## src/rtl/mdu_seq.sv

```systemverilog
// mdu_seq: multi-cycle unsigned RV32M multiply/divide sequencer.
// It borrows an external ALU for one add or subtract per cycle. Multiply uses
// shift-add over a 64-bit product register. Divide uses restoring division
// with a remainder/quotient pair. Both run for 32 iterations.
module mdu_seq #(
  parameter int WIDTH = 32
) (
  input  logic             clk,
  input  logic             reset,
  input  logic             start,
  input  logic [1:0]       op,
  input  logic [WIDTH-1:0] rs1,
  input  logic [WIDTH-1:0] rs2,
  output logic             busy,
  output logic             done,
  output logic [WIDTH-1:0] result,
  output logic [WIDTH-1:0] alu_a,
  output logic [WIDTH-1:0] alu_b,
  output logic [3:0]       alu_ctrl,
  input  logic [WIDTH-1:0] alu_out,
  input  logic             alu_cout
);

  typedef enum logic [1:0] {
    IDLE = 2'd0,
    RUN  = 2'd1,
    DONE = 2'd2
  } state_t;

  localparam logic [3:0] ALU_ADD = 4'b0000;
  localparam logic [3:0] ALU_SUB = 4'b0001;

  localparam logic [1:0] OP_MUL   = 2'b00;
  localparam logic [1:0] OP_MULHU = 2'b01;
  localparam logic [1:0] OP_DIVU  = 2'b10;
  localparam logic [1:0] OP_REMU  = 2'b11;

  state_t state, state_next;

  logic [1:0]         op_q;
  logic [4:0]         cnt;
  logic [2*WIDTH-1:0] p;
  logic [WIDTH-1:0]   m;
  logic [WIDTH-1:0]   r;
  logic [WIDTH-1:0]   q;
  logic [WIDTH-1:0]   d;

  logic               is_div_q;
  logic               launch;
  logic               div_by_zero;
  logic               last_step;

  logic [WIDTH-1:0]   p_hi;
  logic               mul_carry;
  logic [2*WIDTH-1:0] p_step;
  logic [WIDTH-1:0]   div_t;
  logic               div_ge;
  logic [WIDTH-1:0]   r_step;
  logic [WIDTH-1:0]   q_step;
  logic [WIDTH-1:0]   final_result;

  assign is_div_q    = op_q[1];
  assign launch      = (state == IDLE) && start;
  assign div_by_zero = op[1] && (rs2 == '0);
  assign last_step   = (state == RUN) && (cnt == 5'd31);
  assign p_hi        = p[2*WIDTH-1:WIDTH];

  assign busy = (state != IDLE);
  assign done = (state == DONE);

  // State register; reset aborts any operation back to IDLE
  always_ff @(posedge clk) begin
    if (reset) begin
      state <= IDLE;
    end else begin
      state <= state_next;
    end
  end

  // Next-state logic: divide by zero skips RUN entirely
  always_comb begin
    state_next = state;
    unique case (state)
      IDLE: begin
        if (start) begin
          state_next = div_by_zero ? DONE : RUN;
        end
      end
      RUN: begin
        if (cnt == 5'd31) begin
          state_next = DONE;
        end
      end
      DONE: begin
        state_next = IDLE;
      end
      default: begin
        state_next = IDLE;
      end
    endcase
  end

  // ALU drive: divide subtracts the shifted remainder, multiply adds M to the high half
  always_comb begin
    alu_a    = '0;
    alu_b    = '0;
    alu_ctrl = ALU_ADD;
    if (state == RUN) begin
      if (is_div_q) begin
        alu_a    = div_t;
        alu_b    = d;
        alu_ctrl = ALU_SUB;
      end else begin
        alu_a    = p_hi;
        alu_b    = m;
        alu_ctrl = ALU_ADD;
      end
    end
  end

  // One iteration of each algorithm, computed from the current registers and the ALU result
  always_comb begin
    div_t     = {r[WIDTH-2:0], q[WIDTH-1]};
    div_ge    = r[WIDTH-1] | alu_cout;
    r_step    = div_ge ? alu_out : div_t;
    q_step    = {q[WIDTH-2:0], div_ge};
    mul_carry = (alu_out < p_hi);
    if (p[0]) begin
      p_step = {mul_carry, alu_out, p[WIDTH-1:1]};
    end else begin
      p_step = {1'b0, p[2*WIDTH-1:1]};
    end
    final_result = '0;
    unique case (op_q)
      OP_MUL:   final_result = p_step[WIDTH-1:0];
      OP_MULHU: final_result = p_step[2*WIDTH-1:WIDTH];
      OP_DIVU:  final_result = q_step;
      OP_REMU:  final_result = r_step;
      default:  final_result = '0;
    endcase
  end

  // Datapath registers: load on launch, iterate in RUN, capture the result on the last step
  always_ff @(posedge clk) begin
    if (reset) begin
      op_q   <= 2'b00;
      cnt    <= 5'd0;
      p      <= '0;
      m      <= '0;
      r      <= '0;
      q      <= '0;
      d      <= '0;
      result <= '0;
    end else begin
      if (launch) begin
        op_q <= op;
        cnt  <= 5'd0;
        if (op[1]) begin
          r <= '0;
          q <= rs1;
          d <= rs2;
          if (div_by_zero) begin
            result <= op[0] ? rs1 : {WIDTH{1'b1}};
          end
        end else begin
          p <= {{WIDTH{1'b0}}, rs2};
          m <= rs1;
        end
      end else if (state == RUN) begin
        cnt <= cnt + 5'd1;
        if (is_div_q) begin
          r <= r_step;
          q <= q_step;
        end else begin
          p <= p_step;
        end
        if (last_step) begin
          result <= final_result;
        end
      end
    end
  end

endmodule

```

## config.mk

```make
export PLATFORM = sky130hd
export DESIGN_NAME = mdu_seq
export DESIGN_NICKNAME = d
export VERILOG_FILES = /design/src/rtl/mdu_seq.sv
export SDC_FILE = /design/constraint.sdc
export NUM_CORES = 1
export LEC_CHECK = 0
export BUFFER_PORTS_ARGS = -buffer_cell sky130_fd_sc_hd__clkbuf_2
export CORE_AREA = 2 2 194 120
export DETAILED_ROUTE_END_ITERATION = 6
export DIE_AREA = 0 0 196 122
export PLACE_DENSITY = 0.8
export SYNTH_ARGS = -nofsm -noshare
export SYNTH_HDL_FRONTEND = slang
export SYNTH_SLANG_ARGS = --single-unit
export TNS_END_PERCENT = 20
```

## constraint.sdc

```tcl
create_clock -name clk -period 2.2 [get_ports clk]
set_clock_uncertainty 0.1 [all_clocks]
set_input_delay 0.22 -clock clk [delete_from_list [all_inputs] [get_ports clk]]
set_output_delay 0.22 -clock clk [all_outputs]
set_load 0.01 [all_outputs]
```

# Yosys cells after proc, flatten, opt, wreduce, memory -nomap -nowiden
# Cells that the tools add are included.
[classes] shift=0 n_mux=31 eq_ne=12 multipliers=0 n_reduce_logical=17 n_lt_le_gt_ge=1 n_div=0 bitwise_logic=2 add_sub_neg=1
[ops] cell="32-bit 2-to-1 mux" count=19
[ops] cell="64-bit 2-to-1 mux" count=5
[ops] cell="32-bit case mux with 4 select lines" count=1
[ops] cell="32-bit logical NOT" count=1
[ops] cell="32-bit < comparator" count=1
[ops] cell="2-bit inequality test, second input constant" count=4
[ops] cell="2-bit nonzero test" count=4
[ops] cell="2-bit equality test, second input constant" count=3
[ops] cell="2-bit 2-to-1 mux" count=3
[ops] cell="2-bit AND reduction" count=3
[ops] cell="3-bit AND reduction" count=2
[ops] cell="5-bit by 1-bit adder with 5-bit output, second input constant" count=1
[ops] cell="5-bit equality test, second input constant" count=1
[ops] cell="2-bit by 1-bit equality test with 1-bit output, second input constant" count=2
[ops] cell="2-bit logical NOT" count=2
[ops] cell="2-bit by 1-bit inequality test with 1-bit output, second input constant" count=2
[ops] cell="2-bit case mux with 2 select lines" count=1
[ops] cell="4-bit AND reduction" count=1
[ops] cell="1-bit logical AND" count=3
[ops] cell="1-bit 2-to-1 mux" count=2
[ops] cell="2-bit OR reduction" count=1
[ops] cell="1-bit inverter" count=1
[ops] cell="1-bit bitwise OR" count=1
[word_totals] mem_count=0 out_inout_bits=102 romBits=0 mem_bits_rw=0 latchBits=0 regBits=233

# Logic depth before layout (Yosys ltp)
[logic_depth] ltp_word=6 ltp_mapped=9 depth_no_buf=8

# Worst setup path after synthesis
# Ideal clock, no wire load.
[synth_path] path_type="flip-flop to flip-flop" start="register p[63]" end="register result[31]" setup_ps=133 stages_incl_launch_ff=9 path_buffers=0 setup_slack_ps=329 arrival_ps=1638 cell_sequence="dfxtp_1 > inv_1 > ha_1 > nand4_1 > nor4_1 > a22oi_1 > a21oi_1 > a21o_1 > a311oi_2"
[synth_via] elab_chain_len=6
[synth_rtl] element="start, declared" line="42" source="logic [2*WIDTH-1:0] p;"
[synth_rtl] element="start signal, assigned" line="166" source="p <= {{WIDTH{1'b0}}, rs2};"
[synth_rtl] element="start signal, assigned" line="175" source="p <= p_step;"
[synth_rtl] element="32-bit < comparator" line="127" source="mul_carry = (alu_out < p_hi);"
[synth_rtl] element="64-bit 2-to-1 mux" line="128" source="if (p[0]) begin"
[synth_rtl] element="32-bit case mux with 4 select lines" line="134" source="unique case (op_q)"
[synth_rtl] element="32-bit 2-to-1 mux" line="177" source="if (last_step) begin"
[synth_rtl] element="32-bit 2-to-1 mux" line="169" source="end else if (state == RUN) begin"
[synth_rtl] element="32-bit 2-to-1 mux" line="155" source="if (launch) begin"
[synth_rtl] element="end signal, assigned" line="163" source="result <= op[0] ? rs1 : {WIDTH{1'b1}};"
[synth_rtl] element="end signal, assigned" line="178" source="result <= final_result;"
[synth_rtl] element="end, declared" line="16" source="output logic [WIDTH-1:0] result,"
# No other way between the ends. The select of a mux whose other input is x is not followed.
# A chain may end at the register's enable or synchronous reset.

# Final worst setup path
[layout_path] start="register op_q[1]" end="output port alu_a[4]"
[layout_via] elab_chain_len=2
[layout_rtl] element="start, declared" line="40" source="logic [1:0] op_q;"
[layout_rtl] element="start signal, assigned" line="156" source="op_q <= op;"
[layout_rtl] element="32-bit 2-to-1 mux" line="109" source="if (is_div_q) begin"
[layout_rtl] element="32-bit 2-to-1 mux" line="108" source="if (state == RUN) begin"
[layout_rtl] element="end, declared" line="17" source="output logic [WIDTH-1:0] alu_a,"
# No other way between the ends.

==> run metrics <==
status finished with violations; failing checks DRC; first-pass GRT wire length 65.45 mm; antenna viol nets, final 0; Vias 13165; design area 0.01525 sq mm; power per cell area 679.0 mW/mm^2; P&R area growth vs syn 22.83%; FF-to-FF path depth 9; final wirelength 42.60 mm; vias in the first global route 12255; HP Class primary input to register; Primary FF master, synth dfxtp_1; syn avg cell area 7.650 sq um; slowest stage cell, crit path dfxtp_4; pre-CTS WS -0.1632 ns; Seq/Total Area, Yosys 37.57%; max cap viols 0; Netlist cell types 52; Core Rows 43; final worst setup slack 0.02172 ns; die area 0.02391 sq mm; Post-Syn Area 0.01242 sq mm; Max Clock Freq 459.1 MHz; gpl congestion 0.8878; Post-DP HPWL 27.74 mm; worst-path cell chain buf_12 > mux2i_1 > nor2_1 > clkbuf_2; commonest non-fill, non-tap cells in the layout nand2_1 (311), dfxtp_1 (230), nor2_1 (221), clkbuf_2 (199), a21oi_1 (181); Mapped Cells 1623; gr usage total 34.33%; total congestion overflow 0; core area 0.02238 sq mm; DRC 1; register bit count reported by yosys 233; Final period util 99.01%; FFs w/ async S/R, synth 0%; Yosys warning total 0; # IOs 204; CTS root buffer clkbuf_16; Reg clk slew, reported paths 0.07 ns; Num CTS Buffers 22; # H-tree levels 1; 1st-pass router iterations 7; CTS tree yes; delay-heaviest family, CP flip-flops; clock sinks 233; setup violators final 0; hold_sp op[1]; CP Capture Type primary output; Cell Area, Placed 0.01373 sq mm; Crit path required time 1.88 ns; buffer and inverter count on the worst path 2; commonest non-fill, non-tap cell in the layout nand2_1; ratio of cells with drive above 1 in the final layout 17.00%; P_leak 5.754 nW; register area 0.004671 sq mm; Final nets 1954; end of the worst hold path m[31]; crit-path max FO 48; die width 196 um; Arr. time, crit path 1.86 ns; vias per cell 6.187; Critical Path Source Type register; Worst slew margin 59.89%; FF-to-FF setup slack 0.08 ns; worst-margin pin slew 0.5961 ns; worst skew pair latency 0.52 ns; Starting Density 55.47%; Fin. Hold Viols 0; RSZ-0062 raised after global routing true; pin count of the biggest net entering global routing 87; Worst R2R End result[31]; post-layout min period 2.178 ns; Longest Clk Path Bufs 3; Filler Cell Count 1835; reg-to-reg critical path startpoint p[63]; area of the multi-input gates 0.007103 sq mm; Worst path max stage delay 0.50 ns; initial antenna violation count 1; DR iter-0 viols 1301; WL per Instance 20.02 um; Max Transition Viols Final 0; Die Ht 122 um; maximum vdd drop 0.5774 mV; CP Class register to primary output; Post-synth EDFFs 0; hold path cells 4; IO buf count 200
Yosys cell counts (all sizes together) (3+ instances only):
cell type / instances / area share [%]
clkbuf: 81 / 2.4
a31oi: 23 / 1.2
a21oi: 181 / 7.3
a21o: 3 / 0.18
nor4: 9 / 0.45
a311oi: 63 / 4.5
dfxtp: 233 / 38
o22ai: 9 / 0.45
o211ai: 3 / 0.18
o31a: 8 / 0.56
o21ai: 40 / 1.6
nand3: 3 / 0.12
inv: 35 / 1.1
o221ai: 31 / 2.2
nand2b: 5 / 0.25
nor3: 48 / 2.0
nor2: 225 / 6.8
nand4: 5 / 0.25
ha: 33 / 3.3
o32a: 22 / 1.8
nand2: 314 / 9.5
buf: 65 / 2.7
mux2i: 129 / 10
nor2b: 32 / 1.6
power breakdown:
group / leakage [nW] / switching, mW / internal (mW) / total (mW)
clock: 0.354 / 1.69 / 2.18 / 3.87
sequential: 1.90 / 0.173 / 4.41 / 4.58
combinational: 3.50 / 1.16 / 0.745 / 1.90
total: 5.75 / 3.03 / 7.33 / 10.4
layer usage:
layer  vias to the layer above  share of wire [%]  GRT usage, %
li1                       6079                  -             -
met1                      6169                 41         46.34
met2                       770                 45         55.67
met3                       147                9.5         5.343
met4                         0                4.1         13.45
met5                         -                  0             0
timing repair:
item                                    in CTS  in global routing
pin swaps                                    0                  2
endpoints found under the setup margin      38                 72
setup buffers                                0                  2
cloned                                       1                  0
endpoints found under the hold margin      145                  0
resized for setup                            5                 13
hold buffers                                65                  0
worst register-to-register path: stages (launching register included):
cell and delay (ns):
dfxtp_1 0.37, inv_1 0.06, ha_1 0.31, nand4_1 0.13, buf_4 0.15, nor3_2 0.06
nor4_2 0.35, a21oi_1 0.12, a21o_1 0.17, a311oi_2 0.22
worst max path at each step:
stage | endpoint | slack, ns | from | cells after the start
2_1_floorplan | result[31] | 0.33 | p[63] | 8
3_5_place_dp | result[26] | -0.16 | rs2[26] | 10
3_3_place_gp | result[16] | -0.13 | rs2[26] | 10
6_report | alu_a[4] | 0.02 | op_q[1] | 4
5_1_grt | alu_a[4] | -0.04 | op_q[1] | 4
4_1_cts | alu_b[23] | -0.02 | op_q[1] | 4
layout make-up:
| type | instances | area share [%] |
|---|---|---|
| diodes | 1 | 0.01641 |
| clock inverters | 6 | 0.3610 |
| inverters | 35 | 0.8615 |
| well taps | 292 | 2.396 |
| flip-flops and latches | 233 | 30.63 |
| repair buffers | 316 | 14.85 |
| clock buffers | 34 | 4.308 |
| multi-input cells | 1211 | 46.58 |
state kept, by name, indices dropped and copies added, names as in the netlist:
register  cells
op_q          2
result       32
r            32
q            32
p            64
d            32
m            32
state         2
cnt           5
metrics by stage:
| stage | setup TNS (ns) | utilization (%) | hold WS, ns | std cells | total power, mW |
|---|---|---|---|---|---|
| 3_5_place_dp | -3.794 | 61.35 | 0.3421 | 2019 | 6.386 |
| 6_report | 0 | 68.14 | 0.03656 | 2128 | 10.36 |
| 4_1_cts | -0.03978 | 67.70 | 0.02519 | 2125 | 10.30 |
| 2_1_floorplan | 0 | - | 0.2560 | 1625 | 5.767 |
| 3_3_place_gp | -3.480 | 61.35 | 0.3391 | 2019 | 6.344 |
| 5_1_grt | -0.1265 | 68.14 | 0.05392 | 2128 | 10.72 |
kinds of logic after synthesis:
logic type | count (synthesis) | synth area share, %
AOI/OAI and AO/OA | 392 | 20.61
xor gates and xnor gates | 3 | 0.2117
adders and majority gates | 33 | 3.326
and+or+nand+nor | 651 | 21.68
DFF | 233 | 37.57
muxes | 129 | 10.40
buffers and inverters | 181 | 6.178
other | 1 | 0.03020
(Power assumes the default switching activity.)
